**src/rtl/mux8_3to1_arb.sv**
```systemverilog
// ---------------------------------------------------------------------------
// mux8_3to1_arb
//
// Purpose:
//   Merges three requesting sources into one registered output word. A
//   single-entry output register (EMPTY/FULL) is refilled whenever it is
//   empty or is being consumed in the same cycle. One winner is picked among
//   the requesting sources, granted combinationally, and its data is captured
//   at the next rising edge together with its origin code.
//
// Configuration:
//   MUX8_FIXED_PRIORITY_EN  defined   -> fixed priority 1 > 2 > 3
//                           undefined -> round-robin, searching from the
//                                        source after the last one granted
//
// Ports:
//   CLK             in   clock, all state updates on the rising edge
//   RST_N           in   asynchronous active-low reset
//   REQ1..REQ3      in   source n has a word pending
//   I1..I3          in   source data, valid while the matching REQn is high
//   GNT1..GNT3      out  source n is captured at this edge (one-hot or zero)
//   Q               out  registered merged data
//   Q_VALID         out  Q holds an unconsumed word
//   Q_SEL           out  origin of Q: 01/10/11 = source 1/2/3, 00 = none
//   Q_READY         in   consumer takes Q at this edge
// ---------------------------------------------------------------------------
module mux8_3to1_arb #(
    parameter int WIDTH = 8
) (
    input  logic             CLK,
    input  logic             RST_N,
    input  logic             REQ1,
    input  logic             REQ2,
    input  logic             REQ3,
    input  logic [WIDTH-1:0] I1,
    input  logic [WIDTH-1:0] I2,
    input  logic [WIDTH-1:0] I3,
    output logic             GNT1,
    output logic             GNT2,
    output logic             GNT3,
    output logic [WIDTH-1:0] Q,
    output logic             Q_VALID,
    output logic [1:0]       Q_SEL,
    input  logic             Q_READY
);

    typedef enum logic {
        EMPTY = 1'b0,
        FULL  = 1'b1
    } state_t;

    state_t           state_q, state_d;
    logic [WIDTH-1:0] data_q, data_d;
    logic [1:0]       sel_q, sel_d;
    logic [1:0]       win;
    logic [2:0]       gnt;
    logic             load;

`ifndef MUX8_FIXED_PRIORITY_EN
    logic [1:0]       last_q, last_d;
`endif

    // State register. Reset empties the output and makes source 3 the
    // "last granted" one so that source 1 is searched first.
    always_ff @(posedge CLK or negedge RST_N) begin
        if (!RST_N) begin
            state_q <= EMPTY;
            data_q  <= '0;
            sel_q   <= 2'b00;
`ifndef MUX8_FIXED_PRIORITY_EN
            last_q  <= 2'd3;
`endif
        end else begin
            state_q <= state_d;
            data_q  <= data_d;
            sel_q   <= sel_d;
`ifndef MUX8_FIXED_PRIORITY_EN
            last_q  <= last_d;
`endif
        end
    end

    // Winner selection. The result is a source code (1..3) or 0 when nobody
    // requests; it is only acted on when the output register can load.
    always_comb begin
        win = 2'd0;
`ifdef MUX8_FIXED_PRIORITY_EN
        if (REQ1)      win = 2'd1;
        else if (REQ2) win = 2'd2;
        else if (REQ3) win = 2'd3;
`else
        case (last_q)
            2'd1: begin
                if (REQ2)      win = 2'd2;
                else if (REQ3) win = 2'd3;
                else if (REQ1) win = 2'd1;
            end
            2'd2: begin
                if (REQ3)      win = 2'd3;
                else if (REQ1) win = 2'd1;
                else if (REQ2) win = 2'd2;
            end
            default: begin
                if (REQ1)      win = 2'd1;
                else if (REQ2) win = 2'd2;
                else if (REQ3) win = 2'd3;
            end
        endcase
`endif
    end

    // Next-state logic. The register loads when empty or when the held word
    // is popped this edge, so a pop and a refill in one cycle keep Q_VALID
    // high without a bubble. While full and stalled everything holds and no
    // grant is given.
    always_comb begin
        state_d = state_q;
        data_d  = data_q;
        sel_d   = sel_q;
        gnt     = 3'b000;
`ifndef MUX8_FIXED_PRIORITY_EN
        last_d  = last_q;
`endif
        load    = (state_q == EMPTY) || Q_READY;

        if (load) begin
            if (win != 2'd0) begin
                state_d = FULL;
                sel_d   = win;
`ifndef MUX8_FIXED_PRIORITY_EN
                last_d  = win;
`endif
                case (win)
                    2'd1: begin
                        gnt    = 3'b001;
                        data_d = I1;
                    end
                    2'd2: begin
                        gnt    = 3'b010;
                        data_d = I2;
                    end
                    default: begin
                        gnt    = 3'b100;
                        data_d = I3;
                    end
                endcase
            end else begin
                state_d = EMPTY;
                sel_d   = 2'b00;
            end
        end
    end

    // Grants are masked by reset so nothing is granted while RST_N is low,
    // even though the combinational search still sees live requests.
    assign GNT1    = gnt[0] & RST_N;
    assign GNT2    = gnt[1] & RST_N;
    assign GNT3    = gnt[2] & RST_N;
    assign Q       = data_q;
    assign Q_VALID = (state_q == FULL);
    assign Q_SEL   = sel_q;

endmodule
```
**config.mk**
```make
export PLATFORM = sky130hd
export DESIGN_NAME = mux8_3to1_arb
export DESIGN_NICKNAME = d
export VERILOG_FILES = /design/src/rtl/mux8_3to1_arb.sv
export SDC_FILE = /design/constraint.sdc
export NUM_CORES = 1
export LEC_CHECK = 0
export ABC_AREA = 1
export BUFFER_PORTS_ARGS = -buffer_cell sky130_fd_sc_hd__buf_2
export CORE_MARGIN = 4
export CORE_UTILIZATION = 45
export DETAILED_ROUTE_END_ITERATION = 8
export PLACE_DENSITY = 0.79
export SYNTH_ARGS = -nofsm -noshare
export SYNTH_HDL_FRONTEND = slang
export SYNTH_SLANG_ARGS = --single-unit
```
**constraint.sdc**
```tcl
create_clock -name CLK -period 2.6 [get_ports CLK]
set_clock_uncertainty 0.05 [all_clocks]
set_input_delay 0.13 -clock CLK [delete_from_list [all_inputs] [get_ports CLK]]
set_output_delay 0.13 -clock CLK [all_outputs]
set_load 0.02 [all_outputs]
```
Word-level counts from Yosys, hierarchy flattened
Index checks and enable logic that the tools add are counted.
{ "totals": {"wordCells": 31, "output_inout_bits": 14, "regBits": 13} }
{ "classes": {"n_mux": 16, "bitwise_logic": 4, "n_reduce_logical": 3, "eq_ne": 4} }
{ "op_table": {"columns": ["op", "count"], "rows": [
  ["$mux 2", 9],
  ["$pmux 8 s2", 1],
  ["$mux 3", 2],
  ["$pmux 3 s2", 1],
  ["$eq 2x1->1 const B", 2],
  ["$eq 2x2->1 const B", 2],
  ["$pmux 2 s2", 1],
  ["$and 1x1->1", 3],
  ["$mux 1", 2],
  ["$reduce_and 2->1", 1],
  ["$reduce_bool 2->1", 1],
  ["$logic_or 1x1->1", 1],
  ["$not 1->1", 1]
]} }

Longest topological paths before layout
{ "depth": {"word_depth": 9, "mapped_depth": 14, "mapped_depth_nobuf": 13} }

Worst setup path after synthesis
No wires, ideal clock.
{ "synth_timing": {"path_type": "reg-to-reg", "from": "register last_q[0]", "to": "register data_q[5] (netlist: Q[5])", "slack_ns": 0.443, "period_less_slack_ns": 2.157, "t_arrival_ns": 1.988, "path_stages_with_launch": 15, "setup_ns": 0.119, "t_required_ns": 2.431, "path_cell_list": "dfstp_2 > inv_1 > ha_1 > inv_1 > nand2_1 > nand2_1 > nand2_1 > nand2_1 > inv_1 > ha_1 > clkbuf_2 > buf_4 > nand3_1 > nand2_1 > o21ai_2"} }
{ "synth_between": {"elab_chain_cells": 4, "elab_cells_between_ends": 8} }
{ "synth_lines": {"columns": ["element", "line", "text"], "rows": [
  ["start, declared", "60", "logic [1:0] last_q, last_d;"],
  ["start signal, assigned", "78", "last_q <= last_d;"],
  ["$eq 2x2->1 or $eq 2x1->1 (tied branches)", "92", "case (last_q)"],
  ["$pmux 2 s2 (*)", "92", null],
  ["via win[1]", "55", "logic [1:0] win;"],
  ["$eq 2x2->1, or another cell as far along", "133", "case (win)"],
  ["$pmux 8 s2 or $reduce_and 2->1 (tied branches)", null, null],
  ["end signal, assigned", "75", "data_q <= data_d;"],
  ["end, declared", "53", "logic [WIDTH-1:0] data_q, data_d;"]
]} }
Mark *: on every way through the listed nets, which the timed path passes. The rest lies on a longest branch.
A chain may end at the register's enable or synchronous reset.

Worst setup path in the final report
{ "layout_timing": {"from": "register last_q[0]", "to": "output GNT2"} }
{ "layout_between": {"elab_chain_cells": 7, "elab_cells_between_ends": 10} }
{ "layout_lines": {"columns": ["element", "line", "text"], "rows": [
  ["$eq 2x2->1 or $eq 2x1->1 (tied branches)", "92", null],
  ["$pmux 2 s2 (*)", "92", null],
  ["via win[1]", "55", null],
  ["$eq 2x2->1 or $eq 2x1->1 (tied branches)", "133", null],
  ["$pmux 3 s2", "133", null],
  ["$mux 3 (*)", "127", "if (win != 2'd0) begin"],
  ["$mux 3 (*)", "126", "if (load) begin"],
  ["$and 1x1->1 (*)", "157", "assign GNT2 = gnt[1] & RST_N;"],
  ["end, declared", "39", "output logic GNT2,"]
]} }
Marks and branches as above.

==> impl_metrics.toml <==
[run_status]
status = "finished clean"

[power]
worst_ir_drop_vdd_v = 0.00108
total_power_mw = 1.65
power_density_mw_per_mm2 = 1430
p_leak_nw = 0.656

[timing]
slew_headroom = 0.686
final-hold-violation-count = 0
finalMaxSlewViolations = 0
max_freq_mhz = 410
fin_crit_ns = 2.44
setup_tns_ns = 0
worst_pin_slew_ns = 0.471
setup_viol_count_final = 0
rsz0062_at_grt = "no"
fin_crit_sh = 0.939
setup_ws_ns = 0.159

[synthesis]
ys.flop_type = "dfrtp_1"
synth_edf_count = 0
netlist_instances = 127
synth.most_common_cell = "nand2_1"
yosys-top-cells-count = "nand2_1 (57), nor2_1 (12), dfrtp_1 (11), inv_1 (11), nand3_1 (11)"
syn_avg_cell_area_um2 = 7.03
syn_nets = 163
synthTopCellsByArea = "dfrtp_1 (31%), nand2_1 (24%), ha_1 (8.4%)"
yosys.area.top_type = "dfrtp_1"
synth-seq-cells = 13
async_flop_share = 1.00
synth_area_um2 = 893
synth_top_area_frac = 0.308
ys_types = 15
yosysWarnings = 0
ys_seq_area_frac = 0.367

[floorplanning]
io_pins = 44
core_mm2 = 0.00180
initial_core_util = 0.496
die_y_um = 52.6
dieArea_mm2 = 0.00276
placementRows = 15
die_w_um = 52.6

[placement]
gp_congestion = 0.822
pre_cts_slack_ns = 0.257
hpwl_um = 1770
io_buffers = 43

[grt]
grt_pass1_wl_um = 3730
grt_pass1_vias = 896
grt_max_degree = 17
overflow = 0
antenna_found_initial = 0
track_usage = 0.178

[cts]
worstSkewPairLatency_ns = 0.26
post_cts_buffers = 0
clkTransAtPathRegs_ns = 0.08
clkSinkCount = 13
clock_path_buffers = 2
htreeDepth = 1
numCtsBuffers = 3
cts_root_buf = "clkbuf_4"
cts_tree = "yes"

[layout]
final_util = 0.641
nets = 207
diodes = 0
fillCellCount = 176
drive_above_1_share = 0.353
synthToLayoutAreaGrowth_pct = 29.3

[setup_path]
cp_slowest_stage_delay_ns = 0.55
cp_max_fo = 9
cp_cell_sequence = "inv_1, ha_1, inv_1, nand2_1, nand2_1, nand2_1, nand2_1, ha_1, nand2_1, nor2_1, buf_2"
crit_start = "last_q[0]"
cp_top_family = "adder cells"
crit_buf_inv = 3
cpMaxStageDelayCell = "dfstp_2"
worstPathRequired_ns = 2.42
crit_arrival_ns = 2.26
cp-end-kind = "output pin"
crit_type = "reg -> out"
startpoint_type = "flip-flop"
r2r-start = "last_q[0]"
crit_top_cell = "nand2_1"

[detailed_routing]
wl_per_cell_um = 11.5
vias = 924
ant_nets = 0
drc = 0
drt_iter0_drc = 16
dr.pass1.iters = 5
vias_per_cell = 4.74
wl_um = 2240

[run]
maxCapViolCount = 0

[worst_hold_path]
hold_path.class = "in -> reg"
holdCritStartpoint = "Q_READY"
-- worst register-to-register path, delay by kind of cell (launching register included) --
kind,cells,cell delay (ns)
AOI/OAI and AO/OA,1,0.05
adders and majority gates,2,0.92
buffers and inverters,3,0.25
DFF,1,0.55
and+or+nand+nor,6,0.49
-- cell usage in the layout (no fill, tap or decap), drive strengths merged --
cell type     n
nand3        11
o21ai         9
dlygate4sd3   1
nand2        57
dfrtp        11
dfstp         2
inv          12
clkbuf        4
buf          43
nor2         14
ha            6
-- through the flow --
step / cell area [um^2] / std cells / hold slack (ns)
final: 1150 / 195 / 0.0405
after global routing: 1150 / 195 / 0.0426
after CTS: 1140 / 195 / 0.0429
after detailed placement: 1110 / 190 / 0.00435
after global placement: 1110 / 190 / -0.00201
after floorplan: 893 / 127 / -0.216
-- final cells by class --
cell class | count | area, um^2 | share of cell area
multi-input cells | 97 | 499 | 0.432
flip-flops and latches | 13 | 328 | 0.284
repair buffers | 44 | 225 | 0.195
inverters | 12 | 45.0 | 0.0390
well taps | 25 | 31.3 | 0.0271
clock buffers | 4 | 26.3 | 0.0228
-- repair_timing --
item,in CTS,in global routing
resized for setup,0,2
setup endpoints to repair,0,1
hold endpoints to repair,13,0
hold buffers,1,0
-- worst paths after layout --
| path | cells past startpoint | to | slack (ns) |
|---|---|---|---|
| setup / recovery | 11 | GNT2 | 0.16 |
| hold / removal | 2 | Q_VALID | 0.04 |
| setup reg to reg | 12 | Q[2] | 0.19 |
| hold reg to reg | 2 | last_q[1] | 0.44 |
| max in group asynchronous | 2 | last_q[0] | 1.95 |
| min in group asynchronous | 2 | Q[4] | 0.24 |
-- where the power goes --
| part | internal, mW | total, mW | switching [mW] |
|---|---|---|---|
| logic | 0.417 | 1.17 | 0.749 |
| clock network | 0.0592 | 0.126 | 0.0671 |
| registers | 0.313 | 0.362 | 0.0489 |
-- registers in the layout, indices dropped and copies added, names as in the netlist --
| register | cells |
|---|---|
| Q_VALID | 1 |
| last_q | 2 |
| Q_SEL | 2 |
| Q | 8 |
-- metal layers --
layer,part of all wire,vias to the layer above,wire length [um],global-route usage
li1,-,475,-,-
met1,0.40,412,899,0.236
met2,0.52,35,1160,0.293
met3,0.076,2,171,0.0285
met4,0.0053,0,12,0.0553
met5,0,-,0,0
-- cell families after synthesis --
family,after synthesis,synth area share
simple gates,82,0.377
flops,13,0.367
fa+ha+maj,6,0.0840
compound gates,9,0.0840
buf+inv,17,0.0882
(Power assumes the default switching activity.)
